===== src/rtl/input_conditioner.sv =====
// Multi-channel input front end: synchroniser, tick-based debounce, edge strobes and press strobe.
// Define INPUT_COND_REPEAT_EN to build the per-channel hold-to-repeat logic.
module input_conditioner #(
  parameter int WIDTH          = 4,
  parameter int SYNC_STAGES    = 2,
  parameter int SAMPLE_CNT_MAX = 25000,
  parameter int PULSE_CNT_MAX  = 200,
  parameter int REPEAT_DELAY   = 1000,
  parameter int REPEAT_PERIOD  = 200
) (
  input  logic             clk,
  input  logic             rst_n,
  input  logic [WIDTH-1:0] in,
  output logic [WIDTH-1:0] level,
  output logic [WIDTH-1:0] rise,
  output logic [WIDTH-1:0] fall,
  output logic [WIDTH-1:0] pressed
);

  localparam int SW = (SAMPLE_CNT_MAX > 1) ? $clog2(SAMPLE_CNT_MAX) : 1;
  localparam int CW = $clog2(PULSE_CNT_MAX + 1);
  localparam logic [SW-1:0] TICK_LAST = SW'(SAMPLE_CNT_MAX - 1);
  localparam logic [CW-1:0] PULSE_MAX = CW'(PULSE_CNT_MAX);

  if (SYNC_STAGES < 2 || SAMPLE_CNT_MAX < 1 || PULSE_CNT_MAX < 1 ||
      REPEAT_DELAY < 1 || REPEAT_PERIOD < 1) begin : g_param_check
    $error("input_conditioner: parameter out of range");
  end

  logic [WIDTH-1:0] sync_q [SYNC_STAGES];
  logic [WIDTH-1:0] s;
  logic [SW-1:0]    tick_cnt;
  logic             tick;
  logic [CW-1:0]    cnt [WIDTH];
  logic [WIDTH-1:0] level_d;

  assign s    = sync_q[SYNC_STAGES-1];
  assign tick = (tick_cnt == TICK_LAST);

  always_ff @(posedge clk or negedge rst_n) begin
    if (!rst_n) begin
      for (int k = 0; k < SYNC_STAGES; k++) sync_q[k] <= '0;
    end else begin
      sync_q[0] <= in;
      for (int k = 1; k < SYNC_STAGES; k++) sync_q[k] <= sync_q[k-1];
    end
  end

  always_ff @(posedge clk or negedge rst_n) begin
    if (!rst_n) tick_cnt <= '0;
    else        tick_cnt <= tick ? '0 : tick_cnt + SW'(1);
  end

  // A low sample clears immediately; counting up only happens on ticks.
  always_ff @(posedge clk or negedge rst_n) begin
    if (!rst_n) begin
      for (int i = 0; i < WIDTH; i++) cnt[i] <= '0;
      level   <= '0;
      level_d <= '0;
    end else begin
      level_d <= level;
      for (int i = 0; i < WIDTH; i++) begin
        if (!s[i]) begin
          cnt[i]   <= '0;
          level[i] <= 1'b0;
        end else if (tick && cnt[i] < PULSE_MAX) begin
          cnt[i] <= cnt[i] + CW'(1);
          if (cnt[i] == PULSE_MAX - CW'(1)) level[i] <= 1'b1;
        end
      end
    end
  end

  assign rise = level & ~level_d;
  assign fall = ~level & level_d;

`ifdef INPUT_COND_REPEAT_EN
  // state     | meaning
  // ST_ARM    | level held, counting ticks towards the first repeat
  // ST_REPEAT | first repeat done, counting ticks between later repeats
  typedef enum logic {ST_ARM, ST_REPEAT} rep_state_t;

  localparam int RMAX = (REPEAT_DELAY > REPEAT_PERIOD) ? REPEAT_DELAY : REPEAT_PERIOD;
  localparam int RW   = (RMAX > 1) ? $clog2(RMAX) : 1;
  localparam logic [RW-1:0] DELAY_LAST  = RW'(REPEAT_DELAY - 1);
  localparam logic [RW-1:0] PERIOD_LAST = RW'(REPEAT_PERIOD - 1);

  rep_state_t       state [WIDTH];
  logic [RW-1:0]    rcnt  [WIDTH];
  logic [WIDTH-1:0] rep_pulse;

  always_ff @(posedge clk or negedge rst_n) begin
    if (!rst_n) begin
      for (int i = 0; i < WIDTH; i++) begin
        state[i] <= ST_ARM;
        rcnt[i]  <= '0;
      end
      rep_pulse <= '0;
    end else begin
      for (int i = 0; i < WIDTH; i++) begin
        rep_pulse[i] <= 1'b0;
        if (!level[i]) begin
          state[i] <= ST_ARM;
          rcnt[i]  <= '0;
        end else if (tick) begin
          case (state[i])
            ST_ARM: begin
              if (rcnt[i] == DELAY_LAST) begin
                rep_pulse[i] <= 1'b1;
                state[i]     <= ST_REPEAT;
                rcnt[i]      <= '0;
              end else begin
                rcnt[i] <= rcnt[i] + RW'(1);
              end
            end
            ST_REPEAT: begin
              if (rcnt[i] == PERIOD_LAST) begin
                rep_pulse[i] <= 1'b1;
                rcnt[i]      <= '0;
              end else begin
                rcnt[i] <= rcnt[i] + RW'(1);
              end
            end
            default: begin
              state[i] <= ST_ARM;
              rcnt[i]  <= '0;
            end
          endcase
        end
      end
    end
  end

  assign pressed = rise | rep_pulse;
`else
  assign pressed = rise;
`endif

endmodule


===== config.mk =====
export PLATFORM = sky130hd
export DESIGN_NAME = input_conditioner
export DESIGN_NICKNAME = d
export VERILOG_FILES = /design/src/rtl/input_conditioner.sv
export SDC_FILE = /design/constraint.sdc
export NUM_CORES = 1
export LEC_CHECK = 0
export ABC_AREA = 1
export CAP_MARGIN = 20
export CORE_MARGIN = 5
export CORE_UTILIZATION = 45
export DETAILED_ROUTE_END_ITERATION = 8
export PLACE_DENSITY = 0.63
export SLEW_MARGIN = 25
export SYNTH_ARGS = -nofsm -noshare
export SYNTH_HDL_FRONTEND = slang
export SYNTH_SLANG_ARGS = --single-unit

===== constraint.sdc =====
create_clock -name clk -period 2.1 [get_ports clk]
set_input_delay 0.21 -clock clk [delete_from_list [all_inputs] [get_ports clk]]
set_output_delay 0.21 -clock clk [all_outputs]
set_load 0.02 [all_outputs]

# After elaboration in Yosys (flattened, before gate mapping)
# Cells that the tools add are included.
# totals
mem_count,0
out_inout_bits,16
input_bits,6
latchBits,0
ramBits,0
regBits,63
word_cells,67
mem_bits_ro,0
# classes
n_bitwise,4
add_sub_neg,5
multipliers,0
n_reduce_logical,8
eq_ne,13
magnitude_cmp,4
mux,21
div_mod_pow,0
shifts,0
# op_table
operator,count
2-to-1 mux 8 bit,8
adder 8 x 1 -> 8 bit (second input constant),4
equality test 8 bit (second input constant),4
less-than comparator 8 bit (second input constant),4
!= test 2 x 1 -> 1 bit (second input constant),8
adder 15 x 1 -> 15 bit (second input constant),1
equality test 15 bit (second input constant),1
2-to-1 mux 15 bit,1
2-to-1 mux 1 bit,12
AND 4 bit,2
inverter 4 bit,2
AND reduction 2 bit,4
logical AND 1 bit,4

# Longest topological paths before layout
# Gate-level depths: netlist (run 1).
# logic_depth
depth_word,4
depth_mapped,9
depth_no_buf,9

# Worst setup path after synthesis (run 1)
# OpenSTA, ideal clock, no wires.
# synth_timing
kind,flip-flop to flip-flop
startpoint,register tick_cnt[0]
endpoint,register cnt[26] (netlist bit)
setup_ns,0.065
path_buffers,0
setup_slack_ns,0.703
arrival_time_ns,1.332
required_time_ns,2.035
path_stages_with_launch,10
synth_period_minus_slack_ns,1.397
path_cell_list,dfrtp_1 ha_1 nand2_2 nor2_1 nand2_2 nor2_8 nand2_4 nand2_4 nand2_1 nand2_1
# synth_between
elab_chain_len,3
# synth_rtl
element,line_no,rtl
from (decl),32,logic [SW-1:0] tick_cnt;
from (signal assigned),51,else tick_cnt <= tick ? '0 : tick_cnt + SW'(1);
equality test 15 bit,38,assign tick = (tick_cnt == TICK_LAST);
logical AND 1 bit,66,end else if (tick && cnt[i] < PULSE_MAX) begin
!= test 2 x 1 -> 1 bit (no source line),--,
"to (signal, indexed assignment)",67,cnt[i] <= cnt[i] + CW'(1);
to (decl),34,logic [CW-1:0] cnt [WIDTH];
# Every way passes these cells.
# A chain may end at the register's enable or synchronous reset.

# Worst setup path in the final report (run 1)
# layout_timing
startpoint,register level[1]
endpoint,output pressed[1]
# layout_between
elab_chain_len,1
# layout_rtl
element,line_no,rtl
from (decl),14,"output logic [WIDTH-1:0] level,"
from (signal assigned),58,level <= '0;
"from (signal, indexed assignment)",65,level[i] <= 1'b0;
"from (signal, indexed assignment)",68,if (cnt[i] == PULSE_MAX - CW'(1)) level[i] <= 1'b1;
AND 4 bit,74,assign rise = level & ~level_d;
to (decl),17,output logic [WIDTH-1:0] pressed
# Every way passes these cells.

==> results of run 1 <==
==> critical path, cell delays in order (launching register included) <==
cell             delay (ps)
dfrtp_1                 380
inv_1                    70
nor2_1                  130
clkdlybuf4s50_1         630
==> per-stage QoR <==
| step | utilization, % | setup WS [ps] | area, um^2 | power, mW | hold slack [ps] |
|---|---|---|---|---|---|
| final | 52.2 | 341 | 3990 | 2.24 | 303 |
| after global routing | 52.2 | 225 | 3990 | 2.35 | 285 |
| after CTS | 52.2 | 293 | 3990 | 2.28 | 287 |
| after detailed placement | 49.8 | 397 | 3810 | 1.32 | 337 |
| after global placement | 49.8 | 437 | 3810 | 1.32 | 333 |
| after floorplan | - | 703 | 3490 | 1.27 | -85.6 |
==> cells in the mapped netlist (all sizes together), types with 5 or more instances <==
cell type	count	area [um^2]
nand2	132	563
nor2	74	294
dfrtp	63	1580
nand3	62	315
inv	60	225
nor3	18	90.1
nand4	13	81.3
a21oi	9	45.0
buf	9	61.3
xor2	8	70.1
nor3b	7	52.6
o21ai	6	30.0
ha	5	62.6
==> logic make-up (layout without fill, tap and decap cells) <==
kind of cell	Yosys count	count (layout)	share of synthesized area (%)
compound gates	16	16	2.36
xor+xnor	9	9	2.26
fa+ha+maj	5	5	1.79
buf+inv	70	103	8.31
flops	63	63	45.1
simple gates	307	307	40.2
==> sequential cells by signal, indices dropped and copies added, names as in the netlist <==
signal    cells
level         4
level_d       4
s             4
tick_cnt     15
cnt          32
sync_q        4
==> path summary, 6_finish.rpt <==
check | start | end | slack [ps] | cells after the start
hold / removal | in[2] | sync_q[6] | 300 | 1
min in group asynchronous | rst_n | cnt[5] | 490 | 2
hold reg to reg | sync_q[7] | s[3] | 340 | 0
setup / recovery | level[1] | pressed[1] | 340 | 3
setup reg to reg | tick_cnt[0] | cnt[21] | 410 | 9
max in group asynchronous | rst_n | cnt[14] | 980 | 3
==> timing repair <==
action / CTS / global route
setup endpoints to repair: 0 / 0
gates resized for setup: 0 / 0
hold buffers: 1 / 0
buffers inserted: 0 / 0
hold endpoints to repair: 34 / 0
==> metal layers <==
layer | routed length, um | vias to the layer above
met2 | 3330 | 47
met4 | 91 | 0
li1 | - | 1557
met5 | 0 | -
met1 | 3320 | 1368
met3 | 247 | 10
==> final cells by class <==
cell class / count / area share, %
Clock buffer: 12 / 3.89
Sequential cell: 63 / 39.5
Inverter: 61 / 5.73
Multi-Input combinational cell: 337 / 40.7
Tap cell: 102 / 3.20
Timing Repair Buffer: 26 / 6.46
Clock inverter: 4 / 0.501
==> report_power, final <==
part,leakage (nW),switching [mW],internal (mW)
Combinational,1.01,0.0477,0.0208
Clock,0.0959,0.457,0.484
Sequential,0.848,0.00927,1.22
Total,1.95,0.513,1.73
==> results.sh, run 1 <==
export IMPL_h_tree_depth=3
export IMPL_synth_net_count=481
export IMPL_grt_busiest_layer="met2"
export IMPL_rsz0062_at_grt="no"
export IMPL_nFillCells=732
export IMPL_numCtsBuffers=9
export IMPL_instances_no_fill=605
export IMPL_io_pins=22
export IMPL_coreArea_mm2=0.00765
export IMPL_yosys_warnings=0
export IMPL_drive_gt1_share_pct=7.16
export IMPL_avgSynthCellArea_um2=7.43
export IMPL_tightestPinTransition_ps=817
export IMPL_synth_seq_cells=63
export IMPL_final_nets=509
export IMPL_tns_ps=0
export IMPL_via_per_inst=4.93
export IMPL_synth_main_ff_cell="dfrtp_1"
export IMPL_leakagePower_nw=1.95
export IMPL_fin_crit_sh_pct=83.8
export IMPL_cp_required_ps=1890
export IMPL_numPlacedInstances=588
export IMPL_die_y_um=98.1
export IMPL_grt_max_degree=37
export IMPL_grtUsageMet2_pct=23.9
export IMPL_post_route_drc_count=0
export IMPL_startpoint_type="flip-flop"
export IMPL_num_antenna_cells=0
export IMPL_cts_tree="yes"
export IMPL_synth_cell_types=24
export IMPL_setup_violations=0
export IMPL_drv_cap=0
export IMPL_use_met3_pct=5.00
export IMPL_die_w_um=98.1
export IMPL_cp_end_kind="output pin"
export IMPL_cp_arrival_ps=1550
export IMPL_drt_iter0_drc=132
export IMPL_area_growth_syn_to_layout_pct=14.3
export IMPL_synth_edf_count=0
export IMPL_final_common_cell="nand2_1"
export IMPL_syn_inst=470
export IMPL_root_buffer="clkbuf_8"
export IMPL_worstSkewPairLatency_ps=350
export IMPL_seq_area_frac_synth_pct=45.1
export IMPL_grt_pass1_vias=2694
export IMPL_grt_pass1_wl_um=12100
export IMPL_wl_per_cell_um=11.6
export IMPL_min_path_type="in2reg"
export IMPL_drt_first_pass_iters=4
export IMPL_synth_area_mm2=0.00349
export IMPL_grt_overflow_total=0
export IMPL_gp_congestion=0.823
export IMPL_fmax_mhz=569
export IMPL_grtUsageTotal_pct=15.4
export IMPL_register_area_mm2=0.00158
export IMPL_rows=32
export IMPL_dr_total_vias=2982
export IMPL_grt_antenna_before_repair=0
export IMPL_final_cell_mix="nand2_1 (121), nor2_1 (73), dfrtp_1 (63), nand3_1 (61), inv_1 (57)"
export IMPL_clk_pin_slew_ps=70
export IMPL_postSynth_asyncResetShare_pct=100
export IMPL_cp_max_fo=4
export IMPL_drv_slew=0
export IMPL_ir_drop_v=0.000265
export IMPL_multiInputGateArea_mm2=0.00163
export IMPL_hold_viol=0
export IMPL_portBuffers=21
export IMPL_cts_sinks=63
export IMPL_path_class="reg2out"
export IMPL_pwr_density_cell_mw_per_mm2=561
export IMPL_routed_wl_um=6990
export IMPL_status="completed"
export IMPL_max_slew_margin_pct=45.5
export IMPL_cts_buffer_depth=2
export IMPL_ant_nets=0
export IMPL_place_hpwl_um=4950
export IMPL_die_area_mm2=0.00962
export IMPL_initial_utilization_pct=45.7
export IMPL_met1_usage_pct=20.0
export IMPL_clock_skew_ps=10.1
export IMPL_min_period_ps=1760
(Power assumes the default switching activity.)
==> inputs of run 2 (changes only) <==
--- a/config.mk
+++ b/config.mk
@@ -10,7 +10,7 @@
 export CORE_MARGIN = 5
 export CORE_UTILIZATION = 45
 export DETAILED_ROUTE_END_ITERATION = 8
-export PLACE_DENSITY = 0.63
+export PLACE_DENSITY = 0.66
 export SLEW_MARGIN = 25
 export SYNTH_ARGS = -nofsm -noshare
 export SYNTH_HDL_FRONTEND = slang
==> constraint.sdc (replaced) <==
create_clock -name clk -period 1.5 [get_ports clk]
set_input_delay 0.15 -clock clk [delete_from_list [all_inputs] [get_ports clk]]
set_output_delay 0.15 -clock clk [all_outputs]
set_load 0.02 [all_outputs]
==> run 2 against run 1 <==
The run now ends with negative setup slack left. Non-clock buffer count increased by 20. Sequential power grew 39%. Clock skew grew 1.2 ps. Setup slack worse by 360 ps. Largest cell class unchanged. Hold slack worse by 57 ps. Global-route usage up 0.26 points. Via count increased by 5.9%. Register-to-register slack lost 430 ps. Critical path depth increased by 7. Flip-flop and latch count stayed put. Critical endpoint is now cnt[31]. Largest power group is now the clock network.
==> results.sh, run 2 (synthesized netlist as in run 1, its figures left out) <==
export IMPL_status="finished with violations"
export IMPL_violations="negative setup slack"
export IMPL_cp_required_ps=1790
export IMPL_worstSkewPairLatency_ps=340
export IMPL_startpoint="tick_cnt[1]"
export IMPL_drt_first_pass_iters=5
export IMPL_max_slew_margin_pct=73.1
export IMPL_final_cell_mix="nand2_1 (104), nor2_1 (70), dfrtp_1 (62), inv_1 (57), nand3_1 (57)"
export IMPL_fin_crit_sh_pct=101
export IMPL_final_nets=532
export IMPL_wl_per_cell_um=12.1
export IMPL_cts_sinks=63
export IMPL_grt_overflow_total=0
export IMPL_leakagePower_nw=2.21
export IMPL_hold_viol=0
export IMPL_post_dp_cell_area_mm2=0.00393
export IMPL_drv_cap=0
export IMPL_path_class="reg2reg"
export IMPL_largest_register_ffs=32
export IMPL_min_from="in[1]"
export IMPL_design_area_mm2=0.00444
export IMPL_ir_drop_v=0.000621
export IMPL_die_y_um=98.1
export IMPL_cp_max_fo=6
export IMPL_gp_congestion=0.830
export IMPL_tightestPinTransition_ps=403
export IMPL_cp_cell_sequence="ha_2 -> nand2_2 -> nor2_2 -> nand2_2 -> nor2_8 -> buf_12 -> nand2_8 -> nand2_8 -> nand2_1 -> nand2_1"
export IMPL_die_w_um=98.1
export IMPL_coreArea_mm2=0.00765
export IMPL_worst_slack_ps=-17.1
export IMPL_cts_tree="yes"
export IMPL_cp_arrival_ps=1800
export IMPL_fmax_mhz=659
export IMPL_ant_nets=0
export IMPL_rows=32
export IMPL_drive_gt1_share_pct=16.3
export IMPL_numCtsBuffers=9
export IMPL_startpoint_type="flip-flop"
export IMPL_setup_violations=10
export IMPL_regMostFlops="cnt"
export IMPL_via_per_inst=5.03
export IMPL_grtUsageTotal_pct=15.6
export IMPL_routed_wl_um=7610
export IMPL_numPlacedInstances=602
export IMPL_reg2regPathDepth=10
export IMPL_grt_max_degree=64
export IMPL_io_pins=22
export IMPL_num_antenna_cells=0
export IMPL_portBuffers=21
export IMPL_root_buffer="clkbuf_8"
export IMPL_clk_pin_slew_ps=70
export IMPL_reg2reg_to="cnt[31]"
export IMPL_die_area_mm2=0.00962
export IMPL_cp_end_kind="flip-flop"
export IMPL_min_period_ps=1520
export IMPL_reg_top3="cnt: 32 flops, tick_cnt: 15 flops"
export IMPL_post_route_drc_count=0
export IMPL_place_hpwl_um=5030
export IMPL_drt_iter0_drc=221
export IMPL_dr_total_vias=3159
export IMPL_area_growth_syn_to_layout_pct=27.0
export IMPL_slowest_stage="dfrtp_1"
export IMPL_initial_utilization_pct=45.7
export IMPL_h_tree_depth=3
export IMPL_max_stage_delay_ps=360
export IMPL_hold_end="sync_q[5]"
export IMPL_final_common_cell="nand2_1"
export IMPL_finalPower_mw=3.58
export IMPL_rr_startpoint="tick_cnt[1]"
export IMPL_clock_skew_ps=11.2
export IMPL_drv_slew=0
export IMPL_reg2reg_setup_slack_ps=-20
export IMPL_min_path_type="in2reg"
export IMPL_grt_antenna_before_repair=0
export IMPL_hold_depth=1
export IMPL_grt_pass1_wl_um=12400
export IMPL_rsz0062_at_grt="yes"
export IMPL_cts_buffer_depth=2
export IMPL_grt_pass1_vias=2818
export IMPL_instances_no_fill=628
export IMPL_pwr_density_cell_mw_per_mm2=808
==> run 2: metal layers <==
| metal | up-vias | track usage, % | routed length (um) |
|---|---|---|---|
| met1 | 1480 | 20.4 | 3430 |
| met3 | 13 | 3.64 | 284 |
| met4 | 0 | 5.32 | 97 |
| met2 | 64 | 25.5 | 3790 |
| li1 | 1602 | - | - |
| met5 | - | 0 | 0 |
==> run 2: per-stage QoR <==
stage / worst slack (ps) / utilization (%) / hold WS (ps) / TNS (ps)
3_5_place_dp: 23.4 / 51.3 / 192 / 0
2_1_floorplan: 103 / - / -146 / 0
3_3_place_gp: 45.4 / 51.3 / 188 / 0
6_report: -17.1 / 58.0 / 246 / -64.1
4_1_cts: 3.45 / 54.4 / 234 / 0
5_1_grt: -99.8 / 58.0 / 247 / -2630
==> run 2: worst max-delay path, delay by kind of cell (launching register included) <==
family	cells	cell delay, ps
and+or+nand+nor	8	740
adders and majority gates	1	190
buffers and inverters	1	180
DFF	1	360
==> run 2: report_power, final <==
part	internal [mW]	switching, mW
Clock	1.12	0.634
Sequential	1.71	0.00337
Combinational	0.0335	0.0837
==> run 2: layout make-up <==
cell class / count / area [um^2]
Fill cell: 671 / 3210
Clock inverter: 2 / 60.1
Multi-Input combinational cell: 340 / 1820
Inverter: 61 / 229
Tap cell: 102 / 128
Timing Repair Buffer: 46 / 442
Clock buffer: 14 / 183
Sequential cell: 63 / 1580
==> run 2: how the worst max path moves through the flow <==
stage	endpoint	cells after the start
5_1_grt	cnt[16]	9
4_1_cts	cnt[19]	10
3_3_place_gp	cnt[3]	10
2_1_floorplan	cnt[26]	9
3_5_place_dp	cnt[19]	10
6_report	cnt[31]	10
==> run 2: timing repair <==
item / in CTS / in global routing
gates resized for setup: 16 / 40
setup buffers: 0 / 4
pin swaps: 0 / 15
setup endpoints to repair: 16 / 39
endpoints found under the hold margin: 63 / 0
hold buffers: 1 / 0
cloned: 0 / 5
==> inputs of run 3 (changes only) <==
--- a/config.mk
+++ b/config.mk
@@ -6,7 +6,7 @@
 export NUM_CORES = 1
 export LEC_CHECK = 0
 export ABC_AREA = 1
-export CAP_MARGIN = 20
+export CAP_MARGIN = 15
 export CORE_MARGIN = 5
 export CORE_UTILIZATION = 45
 export DETAILED_ROUTE_END_ITERATION = 8
==> results of run 3 <==
No change in the layout: final DEF, timing and power equal those of run 2.
==> patch, RTL diff (flow settings as in run 3) <==
Build with the macro `INPUT_COND_REPEAT_EN` defined.
--- a/src/rtl/input_conditioner.sv
+++ b/src/rtl/input_conditioner.sv
@@ -1,5 +1,7 @@
 // Multi-channel input front end: synchroniser, tick-based debounce, edge strobes and press strobe.
 // Define INPUT_COND_REPEAT_EN to build the per-channel hold-to-repeat logic.
+`define INPUT_COND_REPEAT_EN
+
 module input_conditioner #(
   parameter int WIDTH          = 4,
   parameter int SYNC_STAGES    = 2,
Function: same outputs for any inputs over 10 cycles, from zero or initial values and one cycle with rst_n low; that may be too few to reach the edited logic, so the function may still have changed.
==> patch against run 3 <==
  * The flow still finishes with violations (setup timing)
  * Clock skew shrank 0.0019 ns
  * Critical path depth shrank 1
  * Worst hold slack lost 0.018 ns
  * Area after synthesis grew 70%
  * Sequential cell count grew 48
  * Total power grew 49%
  * Routed wire length grew 86%
  * Worst setup slack lost 0.15 ns
  * Non-clock buffer count grew 70
  * Sequential share of layout area shrank 0.61 points
  * Cell area grew 79%
==> patch: results (changes against run 3) <==
root_buffer: "clkbuf_16"  # was clkbuf_8
r2r_slack_ns: -0.17  # was -0.02 ns
setup_ws_ns: -0.167  # was -0.0171 ns
synth_area_per_cell_sq_um: 7.57  # was 7.43 sq um
slew_headroom_pct: 62.4  # was 73.1%
dp_cells: 1045  # was 602
status: "finished with violations"  # unchanged
drt_iter0_drc: 336  # was 221
met1Wirelength_um: 6080  # was 3430 um
grt.met1_usage_pct: 22.0  # was 20.4%
dpl.hpwl_um: 9490  # was 5030 um
violations: "setup timing"  # unchanged
clk_latency_ns: 0.36  # was 0.34 ns
synth_cell_types: 34  # was 24
setup_viol: 71  # was 10
wl_per_cell_um: 13.1  # was 12.1 um
multi_input_area_share_pct: 41.2  # was 41.0%
seq_area_sq_mm: 0.00278  # was 0.00158 sq mm
drive_above_1_share_pct: 28.8  # was 16.3%
finalSetupTns_ns: -4.54  # was -0.0641 ns
place_worst_setup_slack_ns: -0.0955  # was 0.0234 ns
multi_input_cells: 557  # was 340
place_area_sq_mm: 0.00694  # was 0.00393 sq mm
vias: 5571  # was 3159
switching_share_pct: 22.3  # was 20.1%
total_power_uw: 5340  # was 3580 uW
stdcell_count: 1079  # was 628
grt_start_max_net_pins: 35  # was 64
clock_skew_ns: 0.00935  # was 0.0112 ns
buffers: 116  # was 46
buffer_area_share_pct: 12.6  # was 9.96%
r2r_start: "tick_cnt[5]"  # was tick_cnt[1]
grt.total_usage_pct: 18.0  # was 15.6%
route.met2.wl_um: 7460  # was 3790 um
synth_area_leaders: "dfrtp_1 47%, nand2_1 11%, nand3_1 7.7%, inv_1 6.4%, nor2_1 6.3%"  # was dfrtp_1 45%, nand2_1 13%, nand3_1 8.7%, nor2_1 7.8%, inv_1 6.1%
grtUsageMet2_pct: 31.9  # was 25.5%
grt_pass1_wl_um: 24000  # was 12400 um
[patch: cell count changes in the layout (fill, tap and decap cells not counted), sizes merged, moves of 6 or more]
cell and delta:
nor3 +7, nor2 +35, nand3b +6, nor3b -7, nand3 +29, a21oi +22
nand4 +19, inv +44, dfrtp +48, nand2 +44, dlygate4sd2 -7, or2 +9
o21ai +29, buf +77
[patch: timing repair]
action | 4_1_cts | 5_1_grt
pin swaps | 19 | 45
setup buffers | 2 | 13
hold endpoints to repair | 23 | 0
gates cloned | 2 | 1
resized for setup | 98 | 128
hold buffers | 1 | 0
setup endpoints to repair | 75 | 97
[patch: cells by family after synthesis]
kind of cell | share of synthesized area [%]
buffers and inverters | 7.88
AO/OA/AOI/OAI | 7.14
AND/OR/NAND/NOR | 34.3
adder cells (fa/ha/maj) | 1.90
flip-flops | 46.7
XOR/XNOR | 2.06
